===== src/rtl/n101_uart_pkg.sv =====
// Shared constants for the n101 UART engines: state encoding and frame geometry.
package n101_uart_pkg;

  localparam logic [1:0] ST_IDLE  = 2'd0;
  localparam logic [1:0] ST_START = 2'd1;
  localparam logic [1:0] ST_DATA  = 2'd2;
  localparam logic [1:0] ST_STOP  = 2'd3;

  localparam int UART_DATA_BITS    = 8;
  localparam int UART_SYNC_DEFAULT = 2;

  // True when the bit just shifted in is the final data bit of the frame.
  function automatic logic is_last_bit(input logic [2:0] idx);
    return idx == 3'(UART_DATA_BITS - 1);
  endfunction

endpackage


===== src/rtl/n101_sync_bit.sv =====
// Multi-flop synchronizer for a single asynchronous bit with a configurable reset value.
module n101_sync_bit
  import n101_uart_pkg::*;
#(
  parameter int   STAGES    = UART_SYNC_DEFAULT,
  parameter logic RESET_VAL = 1'b1
) (
  input  logic clock,
  input  logic reset,
  input  logic d_i,
  output logic q_o
);

  logic [STAGES-1:0] sync_q;

  always_ff @(posedge clock or posedge reset) begin
    if (reset) begin
      sync_q <= {STAGES{RESET_VAL}};
    end else begin
      sync_q <= {sync_q[STAGES-2:0], d_i};
    end
  end

  assign q_o = sync_q[STAGES-1];

endmodule


===== src/rtl/n101_uart_rx.sv =====
// 8N1 UART receive engine with a programmable bit period and a one-entry valid/ready holding register.
module n101_uart_rx
  import n101_uart_pkg::*;
#(
  parameter int DIV_W       = 16,
  parameter int SYNC_STAGES = UART_SYNC_DEFAULT
) (
  input  logic             clock,
  input  logic             reset,
  input  logic             io_rxd,
  input  logic [DIV_W-1:0] io_div,
  input  logic             io_enable,
  output logic             io_out_valid,
  input  logic             io_out_ready,
  output logic [7:0]       io_out_bits,
  output logic             io_err_frame,
  output logic             io_err_overrun,
  output logic             io_busy
);

  logic             rxd_s;
  logic             rxdPrev_q;
  logic [1:0]       state_q, state_d;
  logic [DIV_W-1:0] cnt_q, cnt_d;
  logic [DIV_W-1:0] div_q, div_d;
  logic [2:0]       bitIdx_q, bitIdx_d;
  logic [7:0]       shReg_q, shReg_d;
  logic             valid_q, valid_d;
  logic [7:0]       outBits_q, outBits_d;
  logic             errFrame_q, errFrame_d;
  logic             errOverrun_q, errOverrun_d;
  logic             startEdge;
  logic             cntZero;
  logic             dequeue;

  n101_sync_bit #(
    .STAGES   (SYNC_STAGES),
    .RESET_VAL(1'b1)
  ) u_sync (
    .clock(clock),
    .reset(reset),
    .d_i  (io_rxd),
    .q_o  (rxd_s)
  );

  // A falling edge is required, so a line parked low (break) never retriggers.
  assign startEdge = io_enable & rxdPrev_q & ~rxd_s;
  assign cntZero   = (cnt_q == '0);
  assign dequeue   = valid_q & io_out_ready;

  always_comb begin
    state_d      = state_q;
    cnt_d        = cnt_q;
    div_d        = div_q;
    bitIdx_d     = bitIdx_q;
    shReg_d      = shReg_q;
    valid_d      = valid_q & ~dequeue;
    outBits_d    = outBits_q;
    errFrame_d   = 1'b0;
    errOverrun_d = 1'b0;

    if (!io_enable) begin
      state_d = ST_IDLE;
    end else begin
      case (state_q)
        ST_IDLE: begin
          if (startEdge) begin
            div_d   = io_div;
            cnt_d   = io_div >> 1;
            state_d = ST_START;
          end
        end
        ST_START: begin
          if (cntZero) begin
            if (rxd_s) begin
              state_d = ST_IDLE;
            end else begin
              cnt_d    = div_q;
              bitIdx_d = 3'd0;
              state_d  = ST_DATA;
            end
          end else begin
            cnt_d = cnt_q - 1'b1;
          end
        end
        ST_DATA: begin
          if (cntZero) begin
            shReg_d  = {rxd_s, shReg_q[7:1]};
            cnt_d    = div_q;
            bitIdx_d = bitIdx_q + 3'd1;
            if (is_last_bit(bitIdx_q)) begin
              state_d = ST_STOP;
            end
          end else begin
            cnt_d = cnt_q - 1'b1;
          end
        end
        ST_STOP: begin
          if (cntZero) begin
            state_d = ST_IDLE;
            // A slot frees up if the consumer is draining the register this very cycle.
            if (rxd_s) begin
              if (!valid_q || io_out_ready) begin
                valid_d   = 1'b1;
                outBits_d = shReg_q;
              end else begin
                errOverrun_d = 1'b1;
              end
            end else begin
              errFrame_d = 1'b1;
            end
          end else begin
            cnt_d = cnt_q - 1'b1;
          end
        end
        default: state_d = ST_IDLE;
      endcase
    end
  end

  always_ff @(posedge clock or posedge reset) begin
    if (reset) begin
      rxdPrev_q    <= 1'b1;
      state_q      <= ST_IDLE;
      cnt_q        <= '0;
      div_q        <= '0;
      bitIdx_q     <= 3'd0;
      shReg_q      <= 8'd0;
      valid_q      <= 1'b0;
      outBits_q    <= 8'd0;
      errFrame_q   <= 1'b0;
      errOverrun_q <= 1'b0;
    end else begin
      rxdPrev_q    <= rxd_s;
      state_q      <= state_d;
      cnt_q        <= cnt_d;
      div_q        <= div_d;
      bitIdx_q     <= bitIdx_d;
      shReg_q      <= shReg_d;
      valid_q      <= valid_d;
      outBits_q    <= outBits_d;
      errFrame_q   <= errFrame_d;
      errOverrun_q <= errOverrun_d;
    end
  end

  assign io_out_valid   = valid_q;
  assign io_out_bits    = outBits_q;
  assign io_err_frame   = errFrame_q;
  assign io_err_overrun = errOverrun_q;
  assign io_busy        = (state_q != ST_IDLE);

endmodule


===== config.mk =====
export PLATFORM = sky130hd
export DESIGN_NAME = n101_uart_rx
export DESIGN_NICKNAME = d
export VERILOG_FILES = /design/src/rtl/n101_uart_pkg.sv /design/src/rtl/n101_sync_bit.sv /design/src/rtl/n101_uart_rx.sv
export SDC_FILE = /design/constraint.sdc
export NUM_CORES = 1
export LEC_CHECK = 0
export BUFFER_PORTS_ARGS = -buffer_cell sky130_fd_sc_hd__buf_2
export CORE_MARGIN = 1.5
export CORE_UTILIZATION = 63
export DETAILED_ROUTE_END_ITERATION = 16
export HOLD_SLACK_MARGIN = 0.1
export PLACE_DENSITY_LB_ADDON = 0.3
export SYNTH_ARGS = -nofsm -noshare
export SYNTH_HDL_FRONTEND = slang
export SYNTH_SLANG_ARGS = --single-unit

===== constraint.sdc =====
create_clock -name clock -period 6.4 [get_ports clock]
set_clock_uncertainty 0.1 [all_clocks]
set_input_delay 0.64 -clock clock [delete_from_list [all_inputs] [get_ports clock]]
set_output_delay 0.64 -clock clock [all_outputs]
set_load 0.005 [all_outputs]

==> out/summary.txt, run 1 <==
status - completed
Setup Buffers After CTS - 0
Rows - 25
final non-filler cell total - 414
Seq/Total Area, Yosys - 46.67%
cts hold-fix bufs - 0
cell family with most CP delay - buffers and inverters
first-pass iteration count of the detailed router - 5
Worst Hold Depth - 0
Vert. Die Dim - 73.96 µm
first-pass GRT wire length - 11680 µm
die area - 5469 µm²
final critical-path share of the clock period - 53.45%
Fin. Hold Viols - 0
worst path cell trace - inv_1 > ha_1 > clkinv_1 > buf_2
layout cells sized above 1 - 23.63%
post-synth top area share - 44.18%
Pins Over Slew Limit - 0
Final #Nets - 371
total gr overflow - 0
synth warn - 0
CP max-delay cell - clkinv_1
Num CTS Buffers - 9
worst vdd ir - 261.9 µV
final-report setup violation count - 0
Ports - 33
asr flop ratio synth - 100.0%
initial antenna violation count - 0
Cells after Synth - 315
hold_ws - 0.2646 ns
vias in the first global route - 2437
clock slew at reported path FFs - 0.07 ns
predominant post-synthesis flop cell - dfrtp_1
worst hold start - u_sync.sync_q[0]
Slew @ Worst Pin - 0.9080 ns
reg2reg end - cnt_q[0]
Startpoint Class - flip-flop
cell taking the most area after synthesis - dfrtp_1
hold path endpoint - u_sync.sync_q[1]
Final ANT Viol Nets - 0
antenna cells - 0
TritonCTS clock tree - done
Initial Util - 66.27%
Layout fillers - 339
core area - 4786 µm²
synthesized cell area - 3172 µm²
normalized max-slew margin - 39.00%
Worst path max stage delay - 0.79 ns
Worst EP arrival - 2.68 ns
WS Path Type - reg -> out
DR vias/cell - 6.191
Yosys reg bits - 59
Synth Area per Inst - 10.07 µm²
Detailed Place HPWL - 4617 µm
CTS Buffer Depth - 2
wire per inst - 17.48 µm
setup_tns - 0 ns
number of port buffers - 32
Synth-to-Final Area Change - 10.97%
Root Buffer - clkbuf_8
DR vias - 2563
Max Cap Violations - 0
min-delay worst type - reg -> reg
drt drc - 0
H-tree Lvls - 3
Clock Latency Late Sink - 0.34 ns
post-cts resize count - 0
number of flops mapped to enable cells by yosys - 0
worst-path fanout max - 19
largest net degree at the start of global routing - 60
pwr dens - 366.1 nW/µm²
GRT Overall Usage - 28.91%
RSZ-0062 raised after global routing - false
DP Cell Count - 398
FF-to-FF Start - state_q[0]
synth top area cells - dfrtp_1, nand2_1, mux2_2
LEAKAGE - 0.001716 µW
Routability Congestion - 0.8529
DRT iter0 DRCs - 262
Pwr Total - 1288 µW
clock period minus worst slack - 3.421 ns
Sink Count - 59
Syn Nets - 344
CP Capture Type - output pin
FMAX - 0.2923 GHz
R2R Setup Slk - 3.15 ns
Crit path buffers/inverters - 3
die width - 73.96 µm
final wirelength - 7236 µm
Yosys cell types - 58
data required time of the worst path - 5.66 ns
R2R depth - 8
## kinds of logic after synthesis
family                   after synthesis  synth area share [%]
AND/OR/NAND/NOR                      132                 21.18
flip-flops                            59                 46.67
AO/OA/AOI/OAI                         58                 14.83
buffers and inverters                 29                 4.734
multiplexers                          19                 6.667
XOR/XNOR                              10                 2.762
adder cells (fa/ha/maj)                8                 3.156
## worst reg2reg max path: cells and delay by family (launching register included)
family / cells / cell delay [ns]
buf+inv: 3 / 1.22
fa+ha+maj: 1 / 0.65
compound gates: 3 / 0.57
flops: 1 / 0.44
simple gates: 1 / 0.14
## area by class of cell
type | count | area, µm² | share of cell area, %
clock inverter | 5 | 52.55 | 1.493
clock buffer | 11 | 141.4 | 4.017
sequential | 59 | 1480 | 42.05
tap | 67 | 83.83 | 2.382
inverter | 10 | 37.54 | 1.066
timing repair buffer | 35 | 182.7 | 5.190
multi-input combinational | 227 | 1541 | 43.80
## routing by layer
metal / up-vias / routed length (µm) / track usage [%]
met2: 106 / 3472 / 44.05
met4: 0 / 176 / 12.76
met5: - / 0 / 0
met3: 20 / 404 / 5.962
met1: 1258 / 3182 / 40.31
li1: 1179 / - / -
## how the worst max path moves through the flow
| stage | startpoint | endpoint | cells past startpoint |
|---|---|---|---|
| after global placement | state_q[0] | cnt_q[14] | 7 |
| after global routing | state_q[0] | io_busy | 4 |
| after detailed placement | state_q[0] | cnt_q[1] | 8 |
| final | state_q[0] | io_busy | 4 |
| after CTS | state_q[0] | io_busy | 4 |
| after floorplan | reset | bitIdx_q[0] | 1 |
## cell usage after synthesis (3+ instances only)
| library cell | n |
|---|---|
| buf_2 | 6 |
| o21ai_0 | 5 |
| dfrtp_1 | 56 |
| and4_1 | 4 |
| inv_1 | 9 |
| xnor2_1 | 8 |
| mux2_2 | 15 |
| a221oi_1 | 10 |
| buf_4 | 3 |
| nand3_1 | 4 |
| nor2_1 | 19 |
| nor3_1 | 8 |
| o31ai_1 | 13 |
| a21oi_1 | 3 |
| buf_6 | 3 |
| ha_1 | 8 |
| clkbuf_1 | 7 |
| dfstp_2 | 3 |
| o21a_1 | 3 |
| nand2_1 | 74 |
## report_power, final
| group | switching (µW) | total (µW) | leakage, µW | internal [µW] |
|---|---|---|---|---|
| clock | 148 | 336 | 0.0000991 | 188 |
| combinational | 227 | 389 | 0.000850 | 161 |
| sequential | 115 | 564 | 0.000766 | 449 |
## cell usage in the layout, fill, tap and decap left out, types with 3 or more instances in the layout
| master | n |
|---|---|
| nand2_1 | 74 |
| dfrtp_1 | 56 |
| buf_2 | 32 |
| nor2_1 | 19 |
| mux2_2 | 15 |
| o31ai_1 | 13 |
| a221oi_1 | 10 |
| clkbuf_8 | 10 |
| nor3_1 | 8 |
| inv_1 | 8 |
| xnor2_1 | 8 |
| ha_1 | 8 |
| o21ai_0 | 5 |
| and4_1 | 4 |
| nand3_1 | 4 |
| a21oi_1 | 3 |
| o21a_1 | 3 |
| clkinv_2 | 3 |
| buf_4 | 3 |
| dfstp_2 | 3 |
## through the flow
step / setup slack [ns] / area [µm²] / utilization [%]
final: 2.979 / 3520 / 73.54
after global routing: 2.864 / 3520 / 73.54
after CTS: 3.040 / 3520 / 73.54
after detailed placement: 3.329 / 3326 / 69.49
after global placement: 3.438 / 3326 / 69.49
after floorplan: 4.209 / 3172 / -
## state kept, by name, indices dropped and copies added (netlist names)
register,flops
io_out_valid,1
state_q,2
bitIdx_q,3
shReg_q,8
u_sync.sync_q,2
io_out_bits,8
div_q,16
io_err_frame,1
io_err_overrun,1
cnt_q,16
rxdPrev_q,1
Note: power is estimated with default switching activity, not from simulation.
==> run 2, diff against run 1 <==
--- a/config.mk
+++ b/config.mk
@@ -7,7 +7,7 @@
 export LEC_CHECK = 0
 export BUFFER_PORTS_ARGS = -buffer_cell sky130_fd_sc_hd__buf_2
 export CORE_MARGIN = 1.5
-export CORE_UTILIZATION = 63
+export CORE_UTILIZATION = 59
 export DETAILED_ROUTE_END_ITERATION = 16
 export HOLD_SLACK_MARGIN = 0.1
 export PLACE_DENSITY_LB_ADDON = 0.3
==> constraint.sdc (replaced) <==
create_clock -name clock -period 3.4 [get_ports clock]
set_clock_uncertainty 0.1 [all_clocks]
set_input_delay 0.34 -clock clock [delete_from_list [all_inputs] [get_ports clock]]
set_output_delay 0.34 -clock clock [all_outputs]
set_load 0.005 [all_outputs]
==> out/summary.txt, run 2 (synthesis gave the netlist of run 1 again) <==
Worst Hold Depth - 3
Storage cell area - 1480 µm²
Final #Nets - 382
setup_tns - 0 ns
R2R depth - 6
fin area - 3636 µm²
die area - 5825 µm²
worst path cell trace - inv_1 > ha_1 > nor4b_2 > and4_1 > and3_1 > mux2_2
Detailed Place HPWL - 4397 µm
core area - 5140 µm²
DR vias - 2530
Slew @ Worst Pin - 0.7970 ns
Layout fillers - 421
Initial Util - 61.71%
CTS Buffer Depth - 2
DR vias/cell - 5.911
FMAX - 0.3935 GHz
DP Cell Count - 403
Clock Latency Late Sink - 0.35 ns
drt drc - 0
Synth-to-Final Area Change - 14.64%
data required time of the worst path - 3.53 ns
total gr overflow - 0
Worst path max stage delay - 0.53 ns
worst vdd ir - 497.5 µV
clock period minus worst slack - 2.541 ns
RSZ-0062 raised after global routing - false
status - completed
CP Capture Type - flip-flop
Sink Count - 59
Worst EP arrival - 2.67 ns
die width - 76.32 µm
DP Area - 3344 µm²
Max Cap Violations - 0
Ports - 33
most common cell after layout, fill and taps aside - nand2_1
DRT iter0 DRCs - 240
GRT Overall Usage - 26.23%
Final ANT Viol Nets - 0
vias in the first global route - 2495
Regs by FF count - cnt_q: 16 flops, div_q: 16 flops
layout cells sized above 1 - 23.74%
number of port buffers - 32
initial antenna violation count - 0
first-pass iteration count of the detailed router - 5
Routability Congestion - 0.9076
Crit path buffers/inverters - 1
Fin. Hold Viols - 0
antenna cells - 0
H-tree Lvls - 3
worst-path fanout max - 12
wire per inst - 15.63 µm
most frequent cells in the layout - nand2_1, dfrtp_1, buf_2
first-pass GRT wire length - 12020 µm
Vert. Die Dim - 76.32 µm
Startpoint Class - flip-flop
Pins Over Slew Limit - 0
normalized max-slew margin - 46.46%
cell family with most CP delay - simple AND/OR/NAND/NOR gates
TritonCTS clock tree - done
FF-to-FF Start - cnt_q[0]
reg2reg end - shReg_q[3]
LEAKAGE - 0.001764 µW
R2R Setup Slk - 0.86 ns
min-delay worst type - in -> reg
Rows - 26
final non-filler cell total - 428
pwr dens - 663.3 nW/µm²
Setup Buffers After CTS - 0
Root Buffer - clkbuf_8
final wirelength - 6689 µm
largest net degree at the start of global routing - 41
hold_ws - 0.1113 ns
final-report setup violation count - 0
final critical-path share of the clock period - 74.74%
WS Path Type - reg -> reg
hold path endpoint - div_q[12]
clock slew at reported path FFs - 0.07 ns
Num CTS Buffers - 9
CP max-delay cell - and3_1
area of the multi-input gates - 1541 µm²
worst hold start - io_div[12]
## run 2: cell types whose count changed in the layout (fill, tap and decap cells not counted), sizes merged
cell	previous run	this run
dlygate4sd3	0	9
clkbuf	11	9
buf	35	37
clkinv	4	5
inv	9	10
## run 2: routing by layer
layer	vias to the layer above	track usage (%)	wire length [µm]
met4	0	9.074	108
met3	14	7.784	439
met2	90	40.18	3097
met1	1217	35.72	3044
li1	1209	-	-
met5	-	0	0
## run 2: layout make-up
cell class,instances,share of cell area (%)
clock inverter,7,2.134
inverter,10,1.032
sequential,59,40.71
tap,70,2.409
clock buffer,9,3.407
multi-input combinational,227,42.40
timing repair buffer,46,7.915
## run 2: report_power, final
| part | internal (µW) | leakage [µW] | switching (µW) |
|---|---|---|---|
| sequential | 844 | 0.000766 | 212 |
| clock | 343 | 0.0000998 | 303 |
| combinational | 314 | 0.000898 | 396 |
## run 2: metrics by stage
step	total power [µW]	utilization [%]	setup WS [ns]
after floorplan	1596	-	1.254
after global placement	1730	65.07	0.9561
after detailed placement	1753	65.07	0.9103
after CTS	2407	70.74	0.9060
after global routing	2578	70.74	0.6699
final	2412	70.74	0.8587
## run 2: tightest hold or removal path: stages
cell and delay (ns):
buf_2 0.08, nand2_1 0.04, nand2_1 0.05
## run 2: worst max-delay path by stage
stage	slack (ns)	endpoint	start	cells after the start
floorplan	1.25	cnt_q[14]	cnt_q[0]	8
global placement	0.96	shReg_q[2]	cnt_q[0]	6
detailed placement	0.91	shReg_q[3]	cnt_q[0]	6
CTS	0.91	shReg_q[7]	cnt_q[0]	6
global route	0.67	cnt_q[10]	cnt_q[0]	7
finish	0.86	shReg_q[3]	cnt_q[0]	6
## run 2: timing repair
action,in CTS,in global routing
hold endpoints to repair,27,0
hold buffers,9,0
gates resized for setup,0,0
